<file path="src/rtl/fp_wire.sv">
// fp_wire: payload and record types for fp_vec_writer, plus the record packing helper.
package fp_wire;
  localparam int REC_W = 156;
  localparam int REC_D1_LSB = 124;
  localparam int REC_D2_LSB = 92;
  localparam int REC_D3_LSB = 60;
  localparam int REC_RES_LSB = 28;
  localparam int REC_FLAGS_LSB = 20;
  localparam int REC_RM_LSB = 16;
  localparam int REC_OP_LSB = 12;
  localparam int REC_OPCODE_LSB = 0;
  typedef struct packed {
    logic [31:0] data1;
    logic [31:0] data2;
    logic [31:0] data3;
    logic [2:0]  rm;
    logic [1:0]  op;
    logic [9:0]  opcode;
  } fp_vec_entry;
  typedef struct packed {
    logic [31:0] data1;
    logic [31:0] data2;
    logic [31:0] data3;
    logic [31:0] result;
    logic [2:0]  pad0;
    logic [4:0]  flags;
    logic        pad1;
    logic [2:0]  rm;
    logic [1:0]  pad2;
    logic [1:0]  op;
    logic [1:0]  pad3;
    logic [9:0]  opcode;
  } fp_vec_record;
  function automatic fp_vec_record make_record(fp_vec_entry e, logic [31:0] result, logic [4:0] flags);
    logic [REC_W-1:0] r;
    r = '0;
    r[REC_D1_LSB +: 32] = e.data1;
    r[REC_D2_LSB +: 32] = e.data2;
    r[REC_D3_LSB +: 32] = e.data3;
    r[REC_RES_LSB +: 32] = result;
    r[REC_FLAGS_LSB +: 5] = flags;
    r[REC_RM_LSB +: 3] = e.rm;
    r[REC_OP_LSB +: 2] = e.op;
    r[REC_OPCODE_LSB +: 10] = e.opcode;
    return fp_vec_record'(r);
  endfunction
endpackage

</file>
<file path="src/rtl/fp_vec_writer_fifo.sv">
// fp_vec_fifo: synchronous circular FIFO with same-cycle push/pop and occupancy count.
module fp_vec_fifo #(
  parameter int W = 8,
  parameter int DEPTH = 8
) (
  input  logic                       clock,
  input  logic                       reset,
  input  logic                       push,
  input  logic                       pop,
  input  logic [W-1:0]               wdata,
  output logic [W-1:0]               rdata,
  output logic                       full,
  output logic                       empty,
  output logic [$clog2(DEPTH):0]     count
);
  localparam int AW = $clog2(DEPTH);
  logic [W-1:0] mem [DEPTH];
  logic [AW-1:0] wp, rp;
  logic do_push, do_pop;
  assign full = count == (AW+1)'(DEPTH);
  assign empty = count == '0;
  assign do_push = push & ~full;
  assign do_pop = pop & ~empty;
  assign rdata = mem[rp];
  always_ff @(posedge clock)
    if (do_push) mem[wp] <= wdata;
  // Pointers wrap naturally because DEPTH is a power of two.
  always_ff @(posedge clock) begin
    if (reset) begin
      wp <= '0;
      rp <= '0;
      count <= '0;
    end else begin
      if (do_push) wp <= wp + AW'(1);
      if (do_pop) rp <= rp + AW'(1);
      count <= count + (AW+1)'(do_push) - (AW+1)'(do_pop);
    end
  end
endmodule

</file>
<file path="src/rtl/fp_vec_writer.sv">
// fp_vec_writer: pairs issued fp_unit operations with their results into 156-bit vector records.
module fp_vec_writer import fp_wire::*; #(
  parameter int DEPTH = 8
) (
  input  logic                   clock,
  input  logic                   reset,
  input  logic                   iss_valid,
  output logic                   iss_ready,
  input  logic [31:0]            iss_data1,
  input  logic [31:0]            iss_data2,
  input  logic [31:0]            iss_data3,
  input  logic [2:0]             iss_rm,
  input  logic [1:0]             iss_op,
  input  logic [9:0]             iss_opcode,
  input  logic                   res_valid,
  input  logic [31:0]            res_result,
  input  logic [4:0]             res_flags,
  output logic                   rec_valid,
  input  logic                   rec_ready,
  output logic [155:0]           rec_data,
  output logic [31:0]            rec_count,
  output logic                   err_underflow,
  output logic                   err_overflow,
  output logic [$clog2(DEPTH):0] inflight
);
  fp_vec_entry entry, head;
  fp_vec_record rec_q;
  logic full, empty, pop, load, drain;
  assign entry = {iss_data1, iss_data2, iss_data3, iss_rm, iss_op, iss_opcode};
  assign iss_ready = ~full;
  assign pop = res_valid & ~empty;
  assign drain = rec_valid & rec_ready;
  assign load = pop & (~rec_valid | rec_ready);
  assign rec_data = rec_q;
  fp_vec_fifo #(.W($bits(fp_vec_entry)), .DEPTH(DEPTH)) u_fifo (
    .clock(clock),
    .reset(reset),
    .push(iss_valid),
    .pop(pop),
    .wdata(entry),
    .rdata(head),
    .full(full),
    .empty(empty),
    .count(inflight)
  );
  // A result that cannot be loaded still pops so later results stay aligned with their issues.
  always_ff @(posedge clock) begin
    if (reset) begin
      rec_valid <= 1'b0;
      rec_q <= '0;
      rec_count <= '0;
      err_underflow <= 1'b0;
      err_overflow <= 1'b0;
    end else begin
      rec_valid <= load | (rec_valid & ~rec_ready);
      if (load) rec_q <= make_record(head, res_result, res_flags);
      if (drain) rec_count <= rec_count + 32'd1;
      if (res_valid & empty) err_underflow <= 1'b1;
      if (pop & ~load) err_overflow <= 1'b1;
    end
  end
endmodule

</file>
<file path="config.mk">
export PLATFORM = sky130hd
export DESIGN_NAME = fp_vec_writer
export DESIGN_NICKNAME = d
export VERILOG_FILES = /design/src/rtl/fp_wire.sv /design/src/rtl/fp_vec_writer_fifo.sv /design/src/rtl/fp_vec_writer.sv
export SDC_FILE = /design/constraint.sdc
export NUM_CORES = 1
export LEC_CHECK = 0
export ABC_CLOCK_PERIOD_IN_PS = 22600
export CAP_MARGIN = 0
export CELL_PAD_IN_SITES_DETAIL_PLACEMENT = 0
export CELL_PAD_IN_SITES_GLOBAL_PLACEMENT = 1
export CORE_MARGIN = 3
export CORE_UTILIZATION = 40
export CTS_CLUSTER_DIAMETER = 80
export DETAILED_ROUTE_END_ITERATION = 8
export PLACE_DENSITY_LB_ADDON = 0.1
export SETUP_SLACK_MARGIN = 0.5
export SLEW_MARGIN = 0
export SYNTH_ARGS = -nofsm -noshare
export SYNTH_HDL_FRONTEND = slang
export SYNTH_HIERARCHICAL = 1
export SYNTH_SLANG_ARGS = --single-unit
</file>
<file path="constraint.sdc">
create_clock -name clock -period 22.6 [get_ports clock]
set_clock_uncertainty 0.1 [all_clocks]
set_input_delay 4.52 -clock clock [delete_from_list [all_inputs] [get_ports clock]]
set_output_delay 4.52 -clock clock [all_outputs]
set_load 0.01 [all_outputs]
</file>
==> results.py <==
metrics = {
    "status": {
        "status": "complete, no violations",
    },
    "sta": {
        "tns_ns": 0,
        "fin_crit_sh_pct": 35.0,
        "final_max_slew_viol_count": 0,
        "hold_violations": 0,
        "grt_setup_unrepaired": "false",
        "worstMarginPinSlew_ns": 1.18,
        "holdWs_ns": 0.353,
        "fmax_ghz": 0.127,
        "layout_setup_ws_ns": 14.70,
        "slew_headroom_pct": 21.3,
        "fin_crit_ns": 7.90,
        "setup_violations": 0,
    },
    "route": {
        "drt_pre_antenna_iters": 5,
        "vias": 20917,
        "vias_per_cell": 5.21,
        "drt_iter0_drc": 1258,
        "wl_per_cell_um": 23.5,
        "wirelength_um": 94500,
        "dr_wl_met2_um": 45200,
        "drcViolationCount": 0,
        "met3_length_um": 5140,
        "top_layer_used": "met5",
        "wl_met1_um": 42200,
        "drtAntennaViolNets": 0,
    },
    "clocking": {
        "cts_resized": 0,
        "max-clock-path-buffers": 3,
        "worst_skew_pair.late_latency_ns": 0.68,
        "cts_tree": "done",
        "hold_buffers": 0,
        "cts.clk_slew.worst_paths_ns": 0.06,
        "cts.sinks": 1084,
        "htree_levels": 3,
        "numCtsBuffers": 113,
        "post_cts_buffers": 0,
        "root_buffer": "clkbuf_16",
    },
    "worst_setup_path": {
        "crit_fanout": 55,
        "cp-start-kind": "input pin",
        "cp_data_arrival_time_ns": 8.09,
        "crit_type": "input pin to flop",
        "endpoint_kind": "flop",
        "required_ns": 22.79,
    },
    "layout": {
        "nets": 2721,
        "fillers": 8367,
        "multi_input_area_mm2": 0.00948,
        "fin_area_mm2": 0.0492,
        "stdcell_count": 4018,
        "final_util_pct": 48.9,
        "drive_gt1_share_pct": 20.8,
        "seqCellArea_mm2": 0.0306,
        "area_delta_synth_final_pct": 20.7,
    },
    "grt": {
        "groute.usage.overall_pct": 17.8,
        "grt_pass1_vias": 21885,
        "grt_start_max_net_pins": 121,
        "antenna_found_initial": 16,
        "overflow": 0,
        "grt_pass1_wl_um": 143000,
    },
    "synth": {
        "yosys.area.top_type": "edfxtp_1",
        "ys_seq_area_share_pct": 75.1,
        "synth_common_cells": "888 x edfxtp_1, 312 x nand2_1, 222 x mux4_2",
        "synth_most_common_cell": "edfxtp_1",
        "synth.cell_area_mm2": 0.0407,
        "async_reset_ff_share_pct": 0,
        "synthDominantCellAreaShare_pct": 65.4,
        "synth_flop_cell": "edfxtp_1",
        "syn_inst": 2199,
        "synth_area_leaders": "edfxtp_1 65%, mux4_2 12%, dfxtp_1 9.6%, mux2_2 3.1%, nand2_1 2.9%",
        "synth_edf_count": 888,
        "avgSynthCellArea_um2": 18.5,
        "ys_ff_latch": 1084,
        "yosysUniqueCellTypes": 40,
        "synth_warnings": 6,
    },
    "placed_design": {
        "hpwl_um": 51500,
        "dp_slack_ns": 13.91,
        "placed_area_mm2": 0.0455,
        "dp_cells": 3801,
        "gp_congestion": 0.740,
        "io_buffers": 340,
    },
    "die": {
        "die-area_mm2": 0.106,
        "die_width_um": 325,
        "die_y_um": 325,
        "core-area_mm2": 0.101,
        "pin_count": 349,
        "rows": 116,
        "initial_core_util_pct": 40.5,
    },
    "pwr": {
        "pwr-share-comb_pct": 16.7,
        "pwr_density_cell_mw_per_mm2": 103,
        "p_int_mw": 3.80,
        "pwr-share-clk_pct": 36.1,
        "total_leakage_power_nw": 15.4,
        "ir_drop_v": 0.0000622,
        "power_switching_mw": 1.28,
        "p_sw_share_pct": 25.1,
        "pwr-share-seq_pct": 47.2,
        "power.total_mw": 5.08,
    },
    "worst_hold_path": {
        "hold_path.class": "flop to flop",
    },
    "job": {
        "maxCapViolCount": 0,
    },
}
layout make-up:
class,instances,share of cell area [%]
sequential,1084,62.2
multi-input combinational,982,19.3
timing repair buffer,367,7.41
clock buffer,144,6.28
tap,1357,3.45
clock inverter,67,1.26
inverter,11,0.0839
antenna,6,0.0305
placed cells by master (no fill, tap or decap), drive strengths merged, types with 15 or more instances in the layout:
| cell | synthesis | final |
|---|---|---|
| edfxtp | 888 | 888 |
| clkdlybuf4s50 | 0 | 339 |
| nand2 | 312 | 312 |
| mux4 | 222 | 222 |
| dfxtp | 196 | 196 |
| a21oi | 176 | 176 |
| clkbuf | 53 | 144 |
| mux2 | 114 | 114 |
| clkinv | 0 | 51 |
| buf | 76 | 28 |
| nor2 | 24 | 24 |
| nand3 | 15 | 15 |
cells by family after synthesis:
family,synth area share (%)
buffers and inverters,1.89
muxes,15.5
DFF,75.1
adders and majority gates,0.295
and+or+nand+nor,4.41
other,0.00920
xor gates and xnor gates,0.322
AOI/OAI and AO/OA,2.53
power groups by stage:
stage	Combinational, mW	Clock, mW	Sequential (mW)
final	0.850	1.83	2.40
after global placement	0.867	0	2.43
after global routing	0.928	1.97	2.41
after floorplan	0.481	0	2.47
after detailed placement	0.871	0	2.44
after CTS	0.874	1.89	2.40
registers in the layout, summed over array words and instances (netlist names), named ones only:
| signal | cells |
|---|---|
| err_underflow | 1 |
| rec_valid | 1 |
| u_fifo/count | 4 |
| u_fifo/rp | 3 |
| err_overflow | 1 |
| u_fifo/mem | 888 |
| rec_data | 148 |
| rec_count | 32 |
| u_fifo/wp | 3 |
worst max-delay path, stage by stage:
cell             delay (ns)
clkdlybuf4s50_1        0.57
nand2_1                0.27
nor3_2                 0.94
buf_4                  0.94
buf_4                  0.81
final timing paths:
check	from	to	slack, ns	depth (start not counted)
setup / recovery	iss_valid	u_fifo/mem[1][28]	14.70	5
hold / removal	rec_data[65]	rec_data[65]	0.35	2
setup reg to reg	u_fifo/count[2]	u_fifo/mem[1][28]	18.32	7
hold reg to reg	rec_data[65]	rec_data[65]	0.35	2
metal layers:
metal / vias to the layer above / track usage (%)
met5: - / 0
met4: 12 / 4.76
met3: 144 / 4.00
met2: 511 / 28.8
met1: 10908 / 24.5
li1: 9342 / -
Note: power is estimated with default switching activity, not from simulation.
